===== src/rtl/fetch_unit.sv =====
// fetch_unit: program counter, single-outstanding imem req/ack fetch and prefetch FIFO with redirect flush.
module fetch_unit #(
  parameter int DEPTH = 4,
  parameter int CW = $clog2(DEPTH + 1)
) (
  input  logic          clk,
  input  logic          rst,
  output logic          imem_req,
  output logic [15:0]   imem_addr,
  input  logic          imem_ack,
  input  logic [15:0]   imem_data,
  output logic          inst_valid,
  output logic [15:0]   inst,
  output logic [15:0]   inst_pc,
  input  logic          inst_ready,
  input  logic          redirect,
  input  logic [15:0]   redirect_pc,
  output logic [CW-1:0] fifo_count
);
  localparam int AW = $clog2(DEPTH);
  localparam logic [CW-1:0] FULL = CW'(DEPTH);
  typedef enum logic [1:0] {IDLE, WAIT, DROP} state_t;
  state_t state, state_nx;
  logic [15:0] fetch_pc, addr_nx;
  logic [15:0] mem_pc [DEPTH];
  logic [15:0] mem_in [DEPTH];
  logic [AW-1:0] rd, wr;
  logic [CW-1:0] count, count_nx;
  logic push, pop, space;
  assign inst_valid = count != '0;
  assign inst = inst_valid ? mem_in[rd] : '0;
  assign inst_pc = inst_valid ? mem_pc[rd] : '0;
  assign imem_req = state != IDLE;
  assign fifo_count = count;
  assign pop = inst_valid & inst_ready & ~redirect;
  assign push = (state == WAIT) & imem_ack & ~redirect;
  assign count_nx = redirect ? '0 : count + CW'(push) - CW'(pop);
  assign space = count_nx < FULL;
  // A redirect with the request still unacked must hold that request until the stale ack arrives.
  always_comb begin
    state_nx = state;
    addr_nx = imem_addr;
    if (redirect) begin
      state_nx = (state == IDLE || imem_ack) ? WAIT : DROP;
      addr_nx = (state == IDLE || imem_ack) ? redirect_pc : imem_addr;
    end else if (state == IDLE) begin
      state_nx = space ? WAIT : IDLE;
      addr_nx = space ? fetch_pc : imem_addr;
    end else if (imem_ack) begin
      state_nx = (state == DROP || space) ? WAIT : IDLE;
      addr_nx = (state == DROP) ? fetch_pc : imem_addr + 16'd1;
    end
  end
  always_ff @(posedge clk or posedge rst) begin
    if (rst) begin
      state <= IDLE;
      imem_addr <= '0;
      fetch_pc <= '0;
      rd <= '0;
      wr <= '0;
      count <= '0;
    end else begin
      state <= state_nx;
      imem_addr <= addr_nx;
      count <= count_nx;
      fetch_pc <= redirect ? redirect_pc : push ? imem_addr + 16'd1 : fetch_pc;
      rd <= redirect ? '0 : rd + AW'(pop);
      wr <= redirect ? '0 : wr + AW'(push);
    end
  end
  always_ff @(posedge clk) begin
    if (push) begin
      mem_pc[wr] <= imem_addr;
      mem_in[wr] <= imem_data;
    end
  end
endmodule


===== config.mk =====
export PLATFORM = sky130hd
export DESIGN_NAME = fetch_unit
export DESIGN_NICKNAME = d
export VERILOG_FILES = /design/src/rtl/fetch_unit.sv
export SDC_FILE = /design/constraint.sdc
export NUM_CORES = 1
export LEC_CHECK = 0
export CAP_MARGIN = 0
export CORE_AREA = 2 2 141 143
export CTS_BUF_LIST = sky130_fd_sc_hd__clkbuf_8
export CTS_CLUSTER_DIAMETER = 120
export DETAILED_ROUTE_END_ITERATION = 12
export DIE_AREA = 0 0 143 145
export GPL_TIMING_DRIVEN = 0
export SKIP_LAST_GASP = 1
export SYNTH_ARGS = -nofsm -noshare
export SYNTH_HDL_FRONTEND = slang
export SYNTH_SLANG_ARGS = --single-unit

===== constraint.sdc =====
create_clock -name clk -period 5.1 [get_ports clk]
set_input_delay 1.02 -clock clk [delete_from_list [all_inputs] [get_ports clk]]
set_output_delay 1.02 -clock clk [all_outputs]
set_load 0.005 [all_outputs]

[Word level (Yosys, flattened, before mapping)]
Memories as Yosys holds them, arrays and structs flattened.
Index checks and enable logic that the tools add are counted.
Storage, ports and cells
  bits in registers: 41
  latch bits: 0
  memory bits (writable): 128
  ROM bits: 0
  input bits: 37
  output and inout bits: 53
  word-level logic and storage cells: 52
  memories: 2
Memories
  mem_in: words 4, width 16, read ports 1, clocked after memory_dff 0, wr ports 1, line 26  | logic [15:0] mem_in [DEPTH];
  mem_pc: words 4, width 16, read ports 1, clocked after memory_dff 0, wr ports 1, line 25  | logic [15:0] mem_pc [DEPTH];
Cells by class
  $add $sub $neg: 5
  $mul: 0
  divide/modulo/power cells: 0
  magnitude comparators: 1
  equality and inequality tests: 4
  shift operators: 0
  muxes and demuxes: 21
  bitwise gates (word level): 5
  reduce and logical (&&, ||, !) cells: 8
Operators with widths (count)
  16-bit two-way mux: 10
  16-bit by 1-bit adder with 16-bit output (second input constant): 1
  2-bit two-way mux: 6
  3-bit nonzero test: 2
  2-bit by 1-bit adder with 2-bit output: 2
  1-bit bitwise AND: 4
  1-bit two-way mux: 4
  2-bit nonzero test: 2
  3-bit by 1-bit adder with 3-bit output: 1
  3-bit < comparator (second input constant): 1
  3-bit two-way mux: 1
  3-bit inequality test (second input constant): 1
  3-bit AND reduction: 1
  3-bit by 1-bit subtractor with 3-bit output: 1
  2-bit by 1-bit equality test with 1-bit output (second input constant): 1
  2-bit equality test (second input constant): 1
  2-bit logical NOT: 1
  1-bit logical OR: 2
  2-bit by 1-bit inequality test with 1-bit output (second input constant): 1
  1-bit inverter: 1

[Longest topological paths before layout]
  depth after elaboration: 12
  gate-level depth with buffers: 15
  gate-level depth less buffers: 12

[Worst setup path after synthesis]
No wires, ideal clock.
  kind: input to register
  start point: input port redirect
  end point: memory mem_in[2][0] (enable)
  library setup time: 0.468 ns
  arrival time: 4.266 ns
  required time: 4.632 ns
  path slack: 0.366 ns
  stages: 5
  buffers on the path: 1
  cells stage by stage: nand2b_1 nor3_2 inv_1 clkbuf_1 nor3b_1
On the way
  longest elaborated chain between the ends: 4
RTL lines
  from (decl): line 16  | input logic redirect,
  1-bit inverter: line 36  | assign push = (state == WAIT) & imem_ack & ~redirect;
  1-bit bitwise AND: line 36
  1-bit two-way mux: line 72  | if (push) begin
  1-bit two-way mux (not written as such): line 74  | mem_in[wr] <= imem_data;
  to (decl): line 26
Every way passes these cells.

[Worst setup path after layout]
  start point: input port imem_ack
  end point: register imem_addr[15]
On the way
  longest elaborated chain between the ends: 8
  elaborated cells on any way between the ends: 11
  classes of those cells: add/sub: 2; order compare: 1; eq/ne: 2; mux: 1; bitwise: 2; reduce/logical: 3
RTL lines
  from (decl): line 10  | input logic imem_ack,
  1-bit bitwise AND (2 in a row): line 36
  3-bit by 1-bit adder with 3-bit output: line 37  | assign count_nx = redirect ? '0 : count + CW'(push) - CW'(pop);
  3-bit by 1-bit subtractor with 3-bit output: line 37
  3-bit two-way mux: line 37
  3-bit < comparator: line 38  | assign space = count_nx < FULL;
  3-bit inequality test (no source line)
  3-bit AND reduction (no source line) *
  to (signal assigned): line 64  | imem_addr <= addr_nx;
  to (decl): line 9  | output logic [15:0] imem_addr,
Mark *: on every way between the ends. The rest lies on a longest branch, timed or not.
A chain may end at the register's enable or synchronous reset.

==> results_dict.tcl <==
set metrics [dict create \
    finalCritPeriodShare_pct 90.26 \
    dp_slack_ns -0.1835 \
    drive_gt1_share_pct 14.75 \
    cts.sinks 169 \
    cap_violations 0 \
    rows 51 \
    critPathLaunchType "input port" \
    p_total_mw 4.254 \
    track_usage_pct 16.76 \
    cp_max_fo 16 \
    status "complete, no violations" \
    grt_pass1_wl_microns 26310 \
    gr-total-overflow 0 \
    clockRootBuffer "clkbuf_8" \
    worstPathCellList "clkdlybuf4s50_1 > inv_1 > nor3_2 > inv_1 > ha_1 > inv_1 > ha_1 > inv_1 > fa_1 > xor3_1 > a31oi_1 > clkbuf_1 > a41oi_1" \
    reg2regPathDepth 12 \
    setup-tns-final_ns 0 \
    tightest_slew_ns 1.256 \
    ys_ff_latch 169 \
    slowest_delay_ns 0.65 \
    drc_errors 0 \
    routed_wl_microns 16410 \
    synth_cell_types 48 \
    pin_count 90 \
    ir_drop_mv 0.2185 \
    die_height_microns 145 \
    grt_max_degree 41 \
    worst_slack_ns 0.4970 \
    n_antenna_cell 0 \
    hold_buffers 0 \
    rsz0062_at_grt "false" \
    finalMaxSlewViolations 0 \
    ys.flop_type "edfxtp_1" \
    dp.cells 824 \
    hold_viol_final 0 \
    synth_cells 462 \
    die_x_microns 143 \
    syn_area_sq_um 7183 \
    num_vias 4491 \
    clk_latency_ns 0.46 \
    core_sq_um 19210 \
    yosys_warnings 0 \
    synth_nets 505 \
    cellLeakagePower_nw 3.009 \
    clkTransAtPathRegs_ns 0.10 \
    post-route-min-period_ns 4.603 \
    final_nets 620 \
    cts_buffers 17 \
    path_buf_inv 6 \
    cp.arrival_ns 4.92 \
    area_delta_synth_final_pct 24.42 \
    grt_pass1_vias 4708 \
    multi_input_area_sq_um 2163 \
    dp_hpwl_microns 11070 \
    regArea_sq_um 4870 \
    power_density_nw_per_um2 476.0 \
    drt_pass1_iterations 5 \
    critPathTopFamily "buffers and inverters" \
    required_ns 5.41 \
    slew-limit-headroom_pct 15.59 \
    first_iter_violations 318 \
    cts_resized 0 \
    crit_path_top_delay_cell "clkdlybuf4s50_1" \
    worstSetupEndpointType "flip-flop" \
    path_class "in2reg" \
    postRouteAntennaNets 0 \
    ys_seq_area_share_pct 67.79 \
    path_depth 13 \
    fillers 1662 \
    wl_per_cell_microns 19.19 \
    finClkSkew_ns 0.01418 \
    hp-class "reg2reg" \
    cts.path.max_buffers 2 \
    yosys.area.top_type "edfxtp_1" \
    worst_hold_path.num_cells 2 \
    synth-edff-count 128 \
    instances_no_fill 855 \
    synth_area_leaders "edfxtp_1, dfrtp_1, mux4_2" \
    globalplace.congestion 0.8717 \
    cts_tree "built" \
    post_cts_buffers 0 \
    final_common_cell "edfxtp_1" \
    htreeDepth 4 \
    setup_violations 0 \
    holdWs_ns 0.4999 \
    synthArstFlopShare_pct 24.26 \
    antenna_found_initial 0 \
    vias_per_cell 5.253 \
    max_freq_ghz 0.2172 \
    mostFrequentLayoutCells "edfxtp_1, clkdlybuf4s50_1, dfrtp_1" \
    yosysTopAreaCellShare_pct 53.51 \
    io_buffer_count 89 \
    syn_area_per_cell_sq_um 15.55 \
    crit_top_cell "inv_1" \
    die_area_sq_um 20740 \
    initial_utilization_pct 37.40 \
]
metal layers:
layer  up-vias  routed length (microns)  track usage (%)
li1       2018                        -                -
met1      2293                     7371            23.53
met2       160                     7790            25.45
met3        20                     1060            5.182
met4         0                      189            4.356
met5         -                        0                0
layout make-up:
| type | count | share of cell area (%) |
|---|---|---|
| flip-flops and latches | 169 | 54.49 |
| inverters | 14 | 0.5880 |
| clock buffers | 17 | 2.618 |
| clock inverters | 15 | 1.876 |
| multi-input cells | 250 | 24.21 |
| well taps | 265 | 3.710 |
| plain buffers | 28 | 1.260 |
| repair buffers | 97 | 11.26 |
worst reg2reg max path, cell delays in order, from the launching register on:
cell and delay (ns):
dfrtp_1 0.44, nor3_1 1.01, inv_1 0.15, and3_1 0.30
ha_1 0.29, inv_1 0.06, ha_1 0.13, inv_1 0.04
fa_1 0.37, xor3_1 0.21, a31oi_1 0.37, clkbuf_1 0.53
a41oi_1 0.20
through the flow:
stage          area, sq um  utilization (%)
6_report              8937            46.53
5_1_grt               8937            46.53
4_1_cts               8941            46.55
3_5_place_dp          8539            44.46
3_3_place_gp          8406            43.76
2_1_floorplan         7183                -
sequential cells by signal, summed over array words and instances, names as in the netlist:
register    flops
mem_pc         64
fetch_pc       16
state           2
imem_addr      16
rd              2
mem_in         64
wr              2
fifo_count      3
report_power, final:
group | total, mW | switching (mW) | internal [mW]
combinational | 1.33 | 0.628 | 0.707
sequential | 1.96 | 0.247 | 1.72
clock | 0.957 | 0.510 | 0.446
total | 4.25 | 1.39 | 2.87
synth_stat cells, types with 2 or more instances:
master and number:
a311o_1 5, nor2b_1 37, xnor2_1 11, a221o_1 8, or4_1 3, o211ai_1 7
nand3_1 6, inv_1 14, and3_1 2, o31ai_1 3, o21ai_0 13, or3_1 2
nor3_1 3, nand2_1 26, nor3b_1 3, a221oi_1 3, dfrtp_1 41, a222oi_1 2
clkbuf_1 21, nor2_1 28, a22oi_1 2, ha_1 5, buf_2 6, a41oi_1 2
mux4_2 32, buf_1 2, mux2i_1 3, nand4_1 2, a22o_1 2, a31oi_1 9
edfxtp_1 128, a21oi_1 12, nor4_1 4
final timing paths:
path	from	end	slack, ns
max in group asynchronous	rst	fetch_pc[12]	3.97
min	fetch_pc[1]	fetch_pc[1]	0.50
min in group asynchronous	rst	fifo_count[2]	0.72
max reg2reg	fifo_count[1]	imem_addr[15]	0.86
max	imem_ack	imem_addr[15]	0.50
min reg2reg	fetch_pc[1]	fetch_pc[1]	0.50
cell families after synthesis:
logic type                 count (synthesis)  share of synthesized area [%]
buffers and inverters                     43                          2.352
muxes                                     36                          10.61
xor gates and xnor gates                  12                          1.672
AOI/OAI and AO/OA                         75                          7.543
adders and majority gates                  6                          1.150
and+or+nand+nor                          121                          8.883
DFF                                      169                          67.79
(Power assumes the default switching activity.)
